==> config.mk <==
export PLATFORM = sky130hd
export DESIGN_NAME = mfp_ahb_acc_fifo
export DESIGN_NICKNAME = d
export VERILOG_FILES = /design/src/rtl/mfp_ahb_acc_fifo_pkg.sv /design/src/rtl/mfp_sync_fifo.sv /design/src/rtl/mfp_ahb_acc_fifo.sv
export SDC_FILE = /design/constraint.sdc
export NUM_CORES = 1
export LEC_CHECK = 0
export ABC_AREA = 0
export BUFFER_PORTS_ARGS = -buffer_cell sky130_fd_sc_hd__buf_2
export CORE_MARGIN = 3
export CORE_UTILIZATION = 30
export DETAILED_ROUTE_END_ITERATION = 16
export HOLD_SLACK_MARGIN = 0.08
export PLACE_DENSITY = 0.44
export SYNTH_ARGS = -nofsm -noshare
export SYNTH_HDL_FRONTEND = slang
export SYNTH_SLANG_ARGS = --single-unit
==> constraint.sdc <==
create_clock -name HCLK -period 7.3 [get_ports HCLK]
set_clock_uncertainty 0.1 [all_clocks]
set_input_delay 0.73 -clock HCLK [delete_from_list [all_inputs] [get_ports HCLK]]
set_output_delay 0.73 -clock HCLK [all_outputs]
set_load 0.1 [all_outputs]
==> src/rtl/mfp_ahb_acc_fifo_pkg.sv <==
// Shared register map and control-word layout for the accelerometer sample FIFO.
// Imported by mfp_ahb_acc_fifo; also the home of the decoder-visible offsets.
package mfp_ahb_acc_fifo_pkg;

    // Word offsets within the slave window (HADDR[5:2])
    localparam logic [3:0] AddrCtrl   = 4'd0;
    localparam logic [3:0] AddrStatus = 4'd1;
    localparam logic [3:0] AddrDataXy = 4'd2;
    localparam logic [3:0] AddrDataZ  = 4'd3;

    localparam int unsigned CtrlEnableBit  = 0;
    localparam int unsigned CtrlClearBit   = 1;
    localparam int unsigned CtrlThreshLsb  = 8;
    localparam int unsigned CtrlDivLsb     = 16;

    localparam int unsigned StatusEmptyBit = 8;
    localparam int unsigned StatusFullBit  = 9;
    localparam int unsigned StatusOvfBit   = 10;

    typedef struct packed {
        logic [15:0] div;
        logic [4:0]  thresh;
        logic        enable;
    } acc_ctrl_t;

    // CLEAR is a strobe and is never stored, so it always reads back as 0
    function automatic logic [31:0] ctrl_word(input acc_ctrl_t c);
        logic [31:0] w;
        w = '0;
        w[CtrlEnableBit]       = c.enable;
        w[CtrlThreshLsb +: 5]  = c.thresh;
        w[CtrlDivLsb +: 16]    = c.div;
        return w;
    endfunction

endpackage

==> src/rtl/mfp_sync_fifo.sv <==
// Single-clock FIFO with synchronous clear; push and pop may occur in the same cycle,
// including when full (the freed slot takes the new entry) or empty (pop is ignored).
module mfp_sync_fifo #(
    parameter int unsigned WIDTH      = 36,
    parameter int unsigned DEPTH_LOG2 = 4
) (
    input  logic                  clk,
    input  logic                  rst,
    input  logic                  clear,
    input  logic                  push,
    input  logic                  pop,
    input  logic [WIDTH-1:0]      wdata,
    output logic [WIDTH-1:0]      rdata,
    output logic                  full,
    output logic                  empty,
    output logic [DEPTH_LOG2:0]   count
);

    localparam int unsigned DEPTH = 1 << DEPTH_LOG2;
    localparam logic [DEPTH_LOG2:0] FullCount = (DEPTH_LOG2 + 1)'(DEPTH);

    logic [WIDTH-1:0]      mem [DEPTH];
    logic [DEPTH_LOG2-1:0] wr_ptr_q, rd_ptr_q;
    logic [DEPTH_LOG2:0]   count_q;
    logic                  do_push, do_pop;

    assign empty   = (count_q == '0);
    assign full    = (count_q == FullCount);
    assign count   = count_q;
    assign rdata   = mem[rd_ptr_q];
    assign do_pop  = pop & ~empty;
    assign do_push = push & (~full | do_pop);

    always_ff @(posedge clk) begin
        if (rst || clear) begin
            wr_ptr_q <= '0;
            rd_ptr_q <= '0;
            count_q  <= '0;
        end else begin
            if (do_push) wr_ptr_q <= wr_ptr_q + DEPTH_LOG2'(1);
            if (do_pop)  rd_ptr_q <= rd_ptr_q + DEPTH_LOG2'(1);
            if (do_push && !do_pop) begin
                count_q <= count_q + (DEPTH_LOG2 + 1)'(1);
            end else if (do_pop && !do_push) begin
                count_q <= count_q - (DEPTH_LOG2 + 1)'(1);
            end
        end
    end

    always_ff @(posedge clk) begin
        if (do_push) mem[wr_ptr_q] <= wdata;
    end

endmodule

==> src/rtl/mfp_ahb_acc_fifo.sv <==
// AHB-lite slave that samples x/y/z acceleration at a programmable rate into a FIFO.
// Define MFP_ACC_FIFO_TS_EN to store a 16-bit cycle timestamp with each entry.
module mfp_ahb_acc_fifo
    import mfp_ahb_acc_fifo_pkg::*;
#(
    parameter int unsigned DEPTH_LOG2 = 4,
    parameter int unsigned AW         = 12
) (
    input  logic          HCLK,
    input  logic          HRESET,
    input  logic [3:0]    HADDR,
    input  logic [1:0]    HTRANS,
    input  logic [31:0]   HWDATA,
    input  logic          HWRITE,
    input  logic          HSEL,
    output logic [31:0]   HRDATA,
    input  logic [AW-1:0] x_acc,
    input  logic [AW-1:0] y_acc,
    input  logic [AW-1:0] z_acc,
    output logic          acc_irq
);

`ifdef MFP_ACC_FIFO_TS_EN
    localparam int unsigned EntryW = 3 * AW + 16;
`else
    localparam int unsigned EntryW = 3 * AW;
`endif

    acc_ctrl_t           ctrl_q;
    logic                wr_pend_q;
    logic [3:0]          wr_addr_q;
    logic [15:0]         div_q;
    logic                ovf_q;

    logic                aphase, rd_req, wr_ctrl, wr_status, clear;
    logic                tick, push, pop;
    logic [EntryW-1:0]   fifo_wdata, fifo_rdata;
    logic                fifo_full, fifo_empty;
    logic [DEPTH_LOG2:0] fifo_count;
    logic [31:0]         rd_val;
    logic                unused_bits;

    assign aphase    = HSEL & HTRANS[1];
    assign rd_req    = aphase & ~HWRITE;
    assign wr_ctrl   = wr_pend_q & (wr_addr_q == AddrCtrl);
    assign wr_status = wr_pend_q & (wr_addr_q == AddrStatus);
    assign clear     = wr_ctrl & HWDATA[CtrlClearBit];
    assign unused_bits = ^{HTRANS[0], HWDATA[7:2], HWDATA[15:13]};

    // Address phase is latched here; HWDATA arrives one edge later
    always_ff @(posedge HCLK) begin
        if (HRESET) begin
            wr_pend_q <= 1'b0;
            wr_addr_q <= '0;
        end else begin
            wr_pend_q <= aphase & HWRITE;
            wr_addr_q <= HADDR;
        end
    end

    always_ff @(posedge HCLK) begin
        if (HRESET) begin
            ctrl_q <= '0;
        end else if (wr_ctrl) begin
            ctrl_q.enable <= HWDATA[CtrlEnableBit];
            ctrl_q.thresh <= HWDATA[CtrlThreshLsb +: 5];
            ctrl_q.div    <= HWDATA[CtrlDivLsb +: 16];
        end
    end

    // >= rather than == so lowering DIV below the running count still ticks promptly
    assign tick = ctrl_q.enable & (div_q >= ctrl_q.div);
    assign push = tick & ~clear;
    assign pop  = rd_req & (HADDR == AddrDataZ) & ~fifo_empty;

    always_ff @(posedge HCLK) begin
        if (HRESET || clear || !ctrl_q.enable || tick) begin
            div_q <= '0;
        end else begin
            div_q <= div_q + 16'd1;
        end
    end

    always_ff @(posedge HCLK) begin
        if (HRESET || clear) begin
            ovf_q <= 1'b0;
        end else if (push && fifo_full && !pop) begin
            ovf_q <= 1'b1;
        end else if (wr_status && HWDATA[StatusOvfBit]) begin
            ovf_q <= 1'b0;
        end
    end

`ifdef MFP_ACC_FIFO_TS_EN
    logic [15:0] ts_q;

    always_ff @(posedge HCLK) begin
        if (HRESET) ts_q <= '0;
        else        ts_q <= ts_q + 16'd1;
    end

    assign fifo_wdata = {ts_q, z_acc, y_acc, x_acc};
`else
    assign fifo_wdata = {z_acc, y_acc, x_acc};
`endif

    mfp_sync_fifo #(
        .WIDTH      (EntryW),
        .DEPTH_LOG2 (DEPTH_LOG2)
    ) u_fifo (
        .clk   (HCLK),
        .rst   (HRESET),
        .clear (clear),
        .push  (push),
        .pop   (pop),
        .wdata (fifo_wdata),
        .rdata (fifo_rdata),
        .full  (fifo_full),
        .empty (fifo_empty),
        .count (fifo_count)
    );

    always_comb begin
        rd_val = '0;
        case (HADDR)
            AddrCtrl: rd_val = ctrl_word(ctrl_q);
            AddrStatus: begin
                rd_val[DEPTH_LOG2:0]   = fifo_count;
                rd_val[StatusEmptyBit] = fifo_empty;
                rd_val[StatusFullBit]  = fifo_full;
                rd_val[StatusOvfBit]   = ovf_q;
            end
            AddrDataXy: begin
                if (!fifo_empty) begin
                    rd_val[AW-1:0]  = fifo_rdata[AW-1:0];
                    rd_val[16 +: AW] = fifo_rdata[AW +: AW];
                end
            end
            AddrDataZ: begin
                if (!fifo_empty) begin
                    rd_val[AW-1:0] = fifo_rdata[2*AW +: AW];
`ifdef MFP_ACC_FIFO_TS_EN
                    rd_val[31:16]  = fifo_rdata[3*AW +: 16];
`endif
                end
            end
            default: rd_val = '0;
        endcase
    end

    always_ff @(posedge HCLK) begin
        if (HRESET)      HRDATA <= '0;
        else if (rd_req) HRDATA <= rd_val;
    end

    assign acc_irq = ctrl_q.enable & (32'(fifo_count) >= 32'(ctrl_q.thresh));

endmodule

==> flow_summary_export.csv <==
group,metric,value,unit
placement,port_buffers,97,
setup_path,crit_required,7.46,ns
hold_path,min_to,"ctrl_q[21]",
yosys,yosys.area_share.simple,4.45,%
clocking,cts.repair.resized,0,
finish,drive_above_1_share,25.9,%
global_routing,grt_use_met3,2.51,%
timing,hold_ws,0.272,ns
setup_path,cp-start-kind,"flip-flop",
clocking,clk-insertion-delay-late,0.61,ns
yosys,synthTopCellsByArea,"edfxtp_1 66%, mux4_2 12%, dfxtp_1 6.9%, mux2i_1 2.3%, ha_1 1.5%",
floorplan,pin_count,111,
hold_path,worstHoldPathCells,3,
route,firstDrtPassIters,4,
floorplan,die_h,301,µm
setup_path,r2r_slack,2.92,ns
yosys,yosysTopAreaCellShare,66.2,%
timing,fin_crit,4.38,ns
clocking,path_clk_slew,0.06,ns
clocking,cts-htree-levels,3,
setup_path,cp-end-kind,"flip-flop",
clocking,cts_buffers,76,
hold_path,hold_path.class,"input pin to flip-flop",
placement,gp_congestion,0.750,
finish,area_growth,16.1,%
route,route.antenna.remaining_nets,0,
clocking,cts.sinks,666,
route,drtIter0Drc,925,
timing,max_freq,228,MHz
setup_path,path_max_fanout,21,
placement,placed_area,0.0280,mm²
global_routing,use_met1,21.3,%
yosys,synth.mux.area_fraction,15.0,%
yosys,synth_area_leader_cell,"edfxtp_1",
yosys,ys_types,53,
global_routing,grt_use_met2,24.5,%
yosys,synth_xor_area_share,0.670,%
timing,drv_slew,0,
clocking,post_cts_buffers,0,
clocking,cts_root_buf,"clkbuf_16",
clocking,clock_path_buffers,3,
hold_path,hp-start,"HWDATA[31]",
power_and_ir_drop,leakagePower,9.38,nW
floorplan,rows,107,
timing,tns,0,ns
route,wl,68600,µm
power_and_ir_drop,totalPowerFinal,7.87,mW
yosys,ys_seq_elements,666,
yosys,synthArstFlopShare,0,%
timing,finalHoldViolCount,0,
yosys,ys.flop_type,"edfxtp_1",
yosys,synth_edf_count,576,
setup_path,cp_data_arrival_time,4.54,ns
timing,relSlewSlack,25.4,%
clocking,cts_tree,"yes",
run,max-cap-violations,0,
yosys,synth_compound_area_share,3.46,%
floorplan,core_area,0.0858,mm²
placement,dpl.hpwl,36300,µm
finish,stdcell_area,0.0303,mm²
setup_path,r2r-end,"u_fifo.mem[2][19]",
timing,rsz0062_at_grt,"no",
floorplan,dieArea,0.0907,mm²
status,outcome,"finished clean",
route,drc,0,
setup_path,rr_startpoint,"ctrl_q[17]",
global_routing,antenna_found_initial,7,
timing,post-route-period-util,60.0,%
route,wl_per_cell,25.0,µm
yosys,synth_seq_area_share,73.1,%
global_routing,grt_pass1_vias,14100,
floorplan,die_w,301,µm
yosys,synth_top_family_by_area,"multiplexers",
yosys,syn_area,0.0261,mm²
power_and_ir_drop,power_density,259,mW/mm²
global_routing,grt_first_pass_wirelength,99300,µm
route,num_vias,13400,
power_and_ir_drop,vdd_ir_drop_max,0.000131,V
finish,mostFrequentLayoutCell,"edfxtp_1",
finish,final_cell_mix,"576 x edfxtp_1, 144 x mux4_2, 97 x buf_2",
yosys,ys_warn_count,0,
global_routing,grt_max_degree,84,
global_routing,busiest_layer,"met2",
setup_path,crit_type,"flip-flop to flip-flop",
clocking,cts-hold-fix-buffers,0,
yosys,syn_avg_cell_area,18.5,µm²
timing,worst_slew_pin_slew,1.12,ns
timing,setup_viol,0,
finish,nets,1651,
floorplan,start_util,30.5,%
setup_path,r2r_cells,9,
yosys,netlist_instances,1410,
finish,post-route-util,35.4,%
yosys,synthAdderAreaFrac,1.56,%
global_routing,gr-total-overflow,0,
global_routing,grt_usage,15.2,%
route,vias_per_cell,4.89,
-- worst max path at each step --
stage	start	end	slack, ns	cells after the start
after CTS	ctrl_q[17]	u_fifo.mem[2][19]	2.85	9
after floorplan	ctrl_q[17]	u_fifo.mem[3][0]	1.51	8
after global routing	ctrl_q[17]	u_fifo.mem[2][19]	2.63	9
after global placement	ctrl_q[17]	u_fifo.mem[2][20]	2.92	9
final	ctrl_q[17]	u_fifo.mem[2][19]	2.92	9
after detailed placement	ctrl_q[17]	u_fifo.mem[2][5]	2.87	9
-- area by class of cell --
class	count	area [µm²]
multi-input combinational	644	6640
sequential	666	19100
fill	8067	55500
clock inverter	27	239
inverter	27	101
tap	1144	1430
antenna	5	12.5
timing repair buffer	126	728
clock buffer	107	2080
-- stage by stage --
| step | cells | setup slack (ns) |
|---|---|---|
| 2_1_floorplan | 1412 | 1.51 |
| 3_3_place_gp | 2607 | 2.92 |
| 3_5_place_dp | 2607 | 2.87 |
| 4_1_cts | 2741 | 2.85 |
| 5_1_grt | 2741 | 2.63 |
| 6_report | 2746 | 2.92 |
-- state kept, by name, indices dropped and copies added, names as in the netlist, named ones only --
register         cells
HRDATA              29
wr_pend_q            1
u_fifo.rd_ptr_q      4
div_q               16
u_fifo.wr_ptr_q      4
ctrl_q              22
ovf_q                1
wr_addr_q            4
u_fifo.mem         576
u_fifo.count         5
-- synthesized netlist by cell type (2+ instances only) --
cell type	n
nor2b_1	14
buf_6	2
a22oi_1	3
a21oi_1	54
clkbuf_1	25
or4_1	2
inv_1	27
o221ai_1	8
nand2_1	69
dfxtp_1	90
or3_1	5
nand3_1	20
o21a_1	2
buf_2	33
o22ai_1	6
and3_1	20
o21ai_1	3
nand3b_1	2
and4_1	6
nor2_1	68
nor4_1	4
nand2b_1	5
a21o_1	5
mux2_2	7
a31oi_1	4
edfxtp_1	576
a211oi_1	22
mux4_2	144
xnor2_1	6
mux2i_1	61
o22ai_2	9
o21ai_0	13
buf_1	11
buf_4	4
xor2_1	14
and2_1	2
nor3_2	2
nor3_1	14
nand4_1	4
ha_1	31
-- layer usage --
metal / vias up / part of all wire, %
met5: - / 0
met4: 0 / 1.7
met3: 84 / 5.0
met2: 294 / 47
met1: 7113 / 46
li1: 5924 / -
-- critical path, stage by stage (launching register included) --
cell and delay [ns]:
dfxtp_1 0.36, inv_1 0.05, ha_1 0.31, and4_1 0.25, o211ai_1 0.10, or3_1 0.42, and4_1 0.33, nor2_1 0.59
and3_2 1.02, buf_4 0.49
-- power by group --
part | switching [mW] | total (mW) | internal, mW | leakage (nW)
sequential | 0.00527 | 4.14 | 4.14 | 5.91
combinational | 0.119 | 0.150 | 0.0310 | 2.34
clock | 1.48 | 3.58 | 2.09 | 1.13
total | 1.61 | 7.87 | 6.26 | 9.38
-- kinds of logic after synthesis --
| family | after synthesis |
|---|---|
| buf+inv | 102 |
| other cells | 1 |
| flops | 666 |
| mux | 212 |
| simple gates | 241 |
| compound gates | 136 |
| fa+ha+maj | 32 |
| xor+xnor | 20 |
(Power assumes the default switching activity.)
